File: src/rtl/fifo_stream_reader.sv
// fifo_stream_reader
//   Read-side controller for the synchronous FIFO. It pops words while the
//   FIFO is not empty and captures each word the cycle after the pop. It
//   re-presents the words on a registered valid/ready stream through a
//   2-entry buffer, and frames them into PKT_LEN-word packets.
//
// Parameters
//   WIDTH    data width (must match the FIFO data width)
//   PKT_LEN  words per packet, 1 .. 2^CNT_W-1
//   CNT_W    width of the packet and delivered-word counters
//
// Ports
//   clk         in   sole clock, rising edge
//   rst         in   asynchronous active-high reset
//   fifo_empty  in   FIFO empty flag
//   fifo_d_out  in   FIFO read data, valid the cycle after a pop
//   fifo_rd_en  out  pop request to the FIFO (combinational)
//   m_valid     out  stream word available (registered)
//   m_data      out  stream data, head of the buffer (registered)
//   m_last      out  final word of a packet (registered)
//   m_ready     in   downstream accepts the word
//   words_out   out  total words accepted downstream, wraps
//
// Buffer occupancy FSM
//   state | meaning
//   EMPTY | no word buffered, m_valid low
//   ONE   | head holds the next word
//   TWO   | head and spare both hold words, spare is the younger one
module fifo_stream_reader #(
  parameter int WIDTH   = 8,
  parameter int PKT_LEN = 4,
  parameter int CNT_W   = 16
) (
  input  logic             clk,
  input  logic             rst,
  input  logic             fifo_empty,
  input  logic [WIDTH-1:0] fifo_d_out,
  output logic             fifo_rd_en,
  output logic             m_valid,
  output logic [WIDTH-1:0] m_data,
  output logic             m_last,
  input  logic             m_ready,
  output logic [CNT_W-1:0] words_out
);

  typedef enum logic [1:0] {
    EMPTY = 2'd0,
    ONE   = 2'd1,
    TWO   = 2'd2
  } occ_t;

  localparam logic [CNT_W-1:0] LAST_IDX = CNT_W'(PKT_LEN - 1);
  localparam logic [CNT_W-1:0] CNT_ONE  = CNT_W'(1);

  occ_t             state_q, state_d;
  logic             inflight_q;
  logic [WIDTH-1:0] head_q, head_d;
  logic [WIDTH-1:0] spare_q, spare_d;
  logic [CNT_W-1:0] pkt_q, pkt_d;
  logic [CNT_W-1:0] words_q, words_d;
  logic             last_q, last_d;
  logic             accept;
  logic [2:0]       level;

  assign accept = (state_q != EMPTY) & m_ready;

  // Words already owned by this block: buffered plus the one in flight.
  assign level = {1'b0, state_q} + {2'b00, inflight_q};

  // A pop is allowed when, after this cycle's accept, at most one word is
  // owned; the popped word then always finds a free buffer slot.
  assign fifo_rd_en = !rst && !fifo_empty && (level < (3'd2 + {2'b00, accept}));

  always_ff @(posedge clk or posedge rst) begin
    if (rst) begin
      state_q    <= EMPTY;
      inflight_q <= 1'b0;
      head_q     <= '0;
      spare_q    <= '0;
      pkt_q      <= '0;
      words_q    <= '0;
      last_q     <= 1'b0;
    end else begin
      state_q    <= state_d;
      inflight_q <= fifo_rd_en;
      head_q     <= head_d;
      spare_q    <= spare_d;
      pkt_q      <= pkt_d;
      words_q    <= words_d;
      last_q     <= last_d;
    end
  end

  always_comb begin
    state_d = state_q;
    head_d  = head_q;
    spare_d = spare_q;
    case (state_q)
      EMPTY: begin
        if (inflight_q) begin
          head_d  = fifo_d_out;
          state_d = ONE;
        end
      end
      ONE: begin
        case ({inflight_q, accept})
          2'b10: begin
            spare_d = fifo_d_out;
            state_d = TWO;
          end
          2'b11: head_d = fifo_d_out;
          2'b01: state_d = EMPTY;
          default: ;
        endcase
      end
      TWO: begin
        // Nothing can be in flight while two words are buffered.
        if (accept) begin
          head_d  = spare_q;
          state_d = ONE;
        end
      end
      default: state_d = EMPTY;
    endcase
  end

  always_comb begin
    pkt_d   = pkt_q;
    words_d = words_q;
    if (accept) begin
      words_d = words_q + CNT_ONE;
      if (pkt_q == LAST_IDX) begin
        pkt_d = '0;
      end else begin
        pkt_d = pkt_q + CNT_ONE;
      end
    end
    // m_last is registered, so it is computed from the next-cycle state.
    last_d = (state_d != EMPTY) && (pkt_d == LAST_IDX);
  end

  assign m_valid   = (state_q != EMPTY);
  assign m_data    = head_q;
  assign m_last    = last_q;
  assign words_out = words_q;

endmodule
File: config.mk
export PLATFORM = sky130hd
export DESIGN_NAME = fifo_stream_reader
export DESIGN_NICKNAME = d
export VERILOG_FILES = /design/src/rtl/fifo_stream_reader.sv
export SDC_FILE = /design/constraint.sdc
export NUM_CORES = 1
export LEC_CHECK = 0
export CAP_MARGIN = 15
export CORE_UTILIZATION = 45
export CTS_CLUSTER_DIAMETER = 120
export DETAILED_ROUTE_END_ITERATION = 12
export MAX_ROUTING_LAYER = met4
export PLACE_DENSITY = 0.68
export SETUP_SLACK_MARGIN = 0.5
export SLEW_MARGIN = 40
export SYNTH_ARGS = -nofsm -noshare
export SYNTH_HDL_FRONTEND = slang
export SYNTH_SLANG_ARGS = --single-unit
File: constraint.sdc
create_clock -name clk -period 2.9 [get_ports clk]
set_input_delay 0.435 -clock clk [delete_from_list [all_inputs] [get_ports clk]]
set_output_delay 0.435 -clock clk [all_outputs]
set_load 0.05 [all_outputs]
**Word level (Yosys, flattened, before mapping)**

Index checks and enable logic that the tools add are counted.

- Add/subtract/negate cells: 4
- Multipliers: 0
- Div/mod/pow operators: 0
- $lt $le $gt $ge: 1
- Equality and inequality tests: 10
- Shifts and indexed selects: 0
- Mux-type cells: 10
- Bitwise gates (word level): 1
- Reduce and logical (&&, ||, !) cells: 11

Operators with widths:

| cell | number |
|---|---|
| 16-bit by 1-bit adder with 16-bit output, second input constant | 2 |
| 16-bit by 2-bit == test with 1-bit output, second input constant | 2 |
| 16-bit 2-to-1 mux | 2 |
| 8-bit 2-to-1 mux | 3 |
| 8-bit one-hot mux with 3 select lines | 1 |
| 2-bit == test, second input constant | 3 |
| 2-bit one-hot mux with 3 select lines | 1 |
| 2-bit by 1-bit == test with 1-bit output, second input constant | 2 |
| 2-bit 2-to-1 mux | 2 |
| 2-bit != test, second input constant | 2 |
| 2-bit one-hot mux with 2 select lines | 1 |
| 4-bit AND reduction | 1 |
| 2-bit nonzero test | 2 |
| 2-bit by 1-bit adder with 3-bit output | 1 |
| 2-bit by 1-bit adder with 3-bit output, first input constant | 1 |
| 1-bit logical AND | 3 |
| 3-bit < comparator | 1 |
| 3-bit nonzero test | 1 |
| 1-bit zero test | 2 |
| 2-bit zero test | 1 |
| 2-bit by 1-bit != test with 1-bit output, second input constant | 1 |
| 2-bit AND reduction | 1 |
| 1-bit AND | 1 |

- Register bits after elaboration: 52
- Bits in latches: 0
- Bits in writable memories: 0
- Memory bits (read-only): 0
- Input bits: 12
- Output and inout port bits: 27
- Logic and storage cells: 44
- Memories kept: 0

**Longest topological paths before layout**

- Depth after elaboration: 7
- Depth in mapped cells: 10
- Depth with buffers taken out: 8

**Worst setup path after synthesis**

OpenSTA, ideal clock, no wires.

- Kind: register to output
- Start point: reg state_q[0]
- End point: out fifo_rd_en
- Data arrival time: 2.927 ns
- Slack: -0.462 ns
- Stages on the path, launching flop included: 6
- Buffers on the path: 1
- Cell sequence: dfrtp_1 > clkbuf_1 > or2_2 > nand2_2 > o21ai_0 > nor4b_1

- Cells in the longest elaborated chain, start to end: 5
- Elaborated cells on any way between the ends: 6
- Classes of those cells: add/sub (2); order compare (1); bitwise (1); reduce/logical (2)

RTL lines:

| what | RTL line | source |
|---|---|---|
| from (decl) | 55 | `occ_t state_q, state_d;` |
| from (signal assigned) | 84 | `state_q <= state_d;` |
| 2-bit nonzero test | n/a |  |
| net m_valid | 39 | `output logic m_valid,` |
| 1-bit AND | 65 | `assign accept = (state_q != EMPTY) & m_ready;` |
| 2-bit by 1-bit adder with 3-bit output | 72 | `assign fifo_rd_en = !rst && !fifo_empty && (level < (3'd2 + {2'b00, accept}));` |
| 3-bit < comparator | 72 |  |
| 1-bit logical AND | 72 |  |
| to (decl) | 38 | `output logic fifo_rd_en,` |

The timed path passes the listed nets, and every way through them passes these cells.

**Final worst setup path**

- Start point: reg pkt_q[13]
- End point: reg last_q (netlist: m_last)

- Cells in the longest elaborated chain, start to end: 5
- Elaborated cells on any way between the ends: 6
- Classes of those cells: add/sub (1); eq/ne (2); mux (2); reduce/logical (1)

RTL lines:

| what | RTL line | source |
|---|---|---|
| from (decl) | 59 | `logic [CNT_W-1:0] pkt_q, pkt_d;` |
| from (signal assigned) | 88 | `pkt_q <= pkt_d;` |
| 16-bit by 1-bit adder with 16-bit output or 16-bit by 2-bit == test with 1-bit output (tied branches) | 135, 132 |  |
| 16-bit 2-to-1 mux | 132 | `if (pkt_q == LAST_IDX) begin` |
| 16-bit 2-to-1 mux * | 130 | `if (accept) begin` |
| 16-bit by 2-bit == test with 1-bit output * | 139 | `last_d = (state_d != EMPTY) && (pkt_d == LAST_IDX);` |
| 1-bit logical AND * | 139 |  |
| net last_d | 61 | `logic last_q, last_d;` |
| to (signal assigned) | 90 | `last_q <= last_d;` |
| to (decl) | 61 |  |

The timed path passes the listed nets; every way through them passes the cells marked *.
A chain may end at the register's enable or synchronous reset.

==> qor.txt <==
Final Critical Period: 2.37 ns
Die area: 6200 um2
Number of distinct library cells after synthesis: 48
Final Hold Slack: 0.477 ns
Clock network fraction of total power: 0.177
Overall power: 2.85 mW
Cells after Synth: 242
Total of warnings raised by yosys: 0
Internal power summed over all cells: 1.69 mW
Flip-flop cell with the highest count after synthesis: dfrtp_1
Die Y: 78.7 um
Crit path required time: 3.12 ns
Root cell of the clock tree: clkbuf_8
Top-Level Pins: 39
IR Drop Worst-Case VDD: 0.492 mV
Vias: 1,923
Data arrival time of the worst path: 2.59 ns
Avg Cell Area, Syn: 10.9 um2
Vias in the first global route: 1,871
H-tree lvl count: 2
Portion of the post-synthesis area used by sequential elements: 0.491
Number of flops mapped to enable cells by yosys: 0
Total of max-cap violations: 0
Part of the total power dissipated in combinational logic: 0.437
Row count: 27
Worst slew slack as a fraction of its limit: 0.549
Core area: 5570 um2
Largest net degree at the start of global routing: 28
Number of fill cells: 498
Global-route wire length before repair: 8840 um
Number of endpoints failing setup at the final stage: 0
Antenna violations before repair: 0
Result of the run: finished clean
Clock input transition at the sequential cells of the worst setup and hold paths: 0.10 ns
Achievable clock frequency: 422 MHz
Placement Setup Slack: 0.288 ns
Minimum setup slack in the final design: 0.530 ns
Final worst path period share: 0.817
Net switching power: 1.17 mW
Clock sink total: 52
Power density over cell area: 861 nW/um2
Antenna diode count: 0
Register bit total from synthesis: 52
Max-slew violations: 0
Fraction of final layout cells sized beyond drive strength 1: 0.190
Width of the die: 78.7 um
Congestion Overflow GR: 0
Post-synth ARST share: 1.00
Power share of the sequential group: 0.386
Lkg Pwr: 1.46 nW
Antenna viol nets, final: 0
# port buffers: 38
TritonCTS clock tree: done
Area added between synthesis and finish: 25.2%
Synthesized netlist net count: 261
Type of the worst setup path: reg -> reg
Final-layout setup total negative slack: 0 ns
Worst-Skew Late Latency: 0.31 ns
Detailed Place HPWL: 3600 um
Largest fanout on the critical path: 3
Setup repair after global routing missed its margin: true
Least-Margin Pin Slew: 0.674 ns
Fraction of power spent switching nets: 0.408
Routed wire length: 5260 um
Overall track demand over capacity in global routing: 0.188
First DRT Iteration DRCs: 57
Routed via count divided by cell count: 5.31
Starting density of the core: 0.475
Cell Area, Synth: 2650 um2
Final net count: 308
Number of remaining DRC errors: 0
Endpoints failing hold: 0
Final routed wire length divided by cell count: 14.5 um
Sort of element at the start of the critical path: register
Sort of element at the end of the critical path: register
Number of clock buffers inserted by TritonCTS: 5
Final weighted congestion in routability-driven placement: 0.770
Worst min-delay path category: reg -> reg
Setup Skew: 0.00667 ns
Initial DRT Pass Iterations: 4
Number of buffers between clock root and the deepest sink: 2
-- per-layer routing --
metal / wire [um] / up-vias / GRT usage
met5: 0 / - / -
met4: 65 / 0 / 0.0667
met3: 179 / 7 / 0.0379
met2: 2520 / 34 / 0.296
met1: 2500 / 922 / 0.241
li1: - / 960 / -
-- cell families (layout without fill, tap and decap cells) --
logic type      count (synthesis)  in the layout  share of synthesized area
compound gates                 34             34                     0.0945
flops                          52             52                      0.491
xor+xnor                       29             29                     0.0959
buf+inv                        16             64                     0.0331
fa+ha+maj                       7              7                     0.0331
mux                            19             19                     0.0761
simple gates                   85             85                      0.176
-- power by group through the flow --
| stage | Clock [mW] | Combinational [mW] | Sequential, mW |
|---|---|---|---|
| after floorplan | 0 | 0.580 | 1.37 |
| after global placement | 0 | 1.17 | 1.11 |
| after detailed placement | 0 | 1.19 | 1.11 |
| after CTS | 0.515 | 1.20 | 1.10 |
| after global routing | 0.545 | 1.33 | 1.13 |
| final | 0.506 | 1.25 | 1.10 |
-- final timing paths --
| check | slack (ns) | cells past startpoint | endpoint | start |
|---|---|---|---|---|
| max reg2reg | 0.53 | 5 | m_last$_DFF_PP0_ | pkt_q[13]$_DFF_PP0_ |
| max in group asynchronous | 1.75 | 3 | pkt_q[12]$_DFF_PP0_ | rst |
| min in group asynchronous | 0.59 | 2 | m_data[1]$_DFFE_PP0P_ | rst |
| min reg2reg | 0.48 | 1 | words_out[15]$_DFFE_PP0P_ | words_out[15]$_DFFE_PP0P_ |
| max | 0.53 | 5 | m_last$_DFF_PP0_ | pkt_q[13]$_DFF_PP0_ |
| min | 0.48 | 1 | words_out[15]$_DFFE_PP0P_ | words_out[15]$_DFFE_PP0P_ |
-- placed cells by master (no fill, tap or decap), types with 3 or more instances in the layout --
cell type,count
a21oi_1,11
inv_1,5
mux2i_1,10
dfrtp_2,7
nor2_1,17
nand3_1,15
xnor2_1,20
buf_4,10
nand2_1,15
xor2_1,9
dfrtp_1,45
o21ai_0,3
clkdlybuf4s50_1,36
clkbuf_8,5
nand4_1,7
or2_2,3
mux2_2,9
and3_1,4
nor3_1,6
ha_1,7
-- per-stage QoR --
step	util	cell area, um2	instances
2_1_floorplan	-	2660	242
3_3_place_gp	0.561	3130	347
3_5_place_dp	0.561	3130	347
4_1_cts	0.585	3260	357
5_1_grt	0.595	3320	362
6_report	0.595	3320	362
-- repair_timing --
action / CTS / global route
hold buffers: 0 / 0
gates resized for setup: 3 / 7
hold endpoints to repair: 0 / 0
pin swaps: 0 / 1
buffers inserted: 2 / 5
endpoints found under the setup margin: 2 / 3
-- area by class of cell --
| cell class | count | area, um2 | share of cell area |
|---|---|---|---|
| sequential | 52 | 1310 | 0.395 |
| multi-input combinational | 174 | 1290 | 0.389 |
| timing repair buffer | 49 | 488 | 0.147 |
| tap | 72 | 90.1 | 0.0272 |
| clock buffer | 5 | 68.8 | 0.0208 |
| clock inverter | 3 | 42.5 | 0.0128 |
| inverter | 7 | 26.3 | 0.00792 |
-- state kept, by name, indices dropped and copies added, names as in the netlist --
signal	flops
inflight_q	1
m_data	8
m_last	1
pkt_q	16
spare_q	8
state_q	2
words_out	16
-- critical path, cell delays in order (launching register included) --
cell and delay [ns]:
dfrtp_1 0.42, or4_1 0.58, or4b_4 0.56, a2111oi_4 0.32, o2111ai_2 0.17, nor4b_2 0.24
-- cells in the mapped netlist, drive strengths merged (4+ instances only) --
library cell  instances  share of area
dfrtp                52           0.49
xnor2                20          0.066
nor2                 17          0.024
nand2                16          0.024
nand3                15          0.028
a21oi                11          0.021
mux2i                10          0.038
mux2                  9          0.038
xor2                  9          0.030
ha                    7          0.033
nand4                 7          0.017
nor3                  7          0.013
inv                   6         0.0085
clkbuf                5         0.0076
and3                  4         0.0094
buf                   4          0.016
o21ai                 4         0.0076
(Power assumes the default switching activity.)
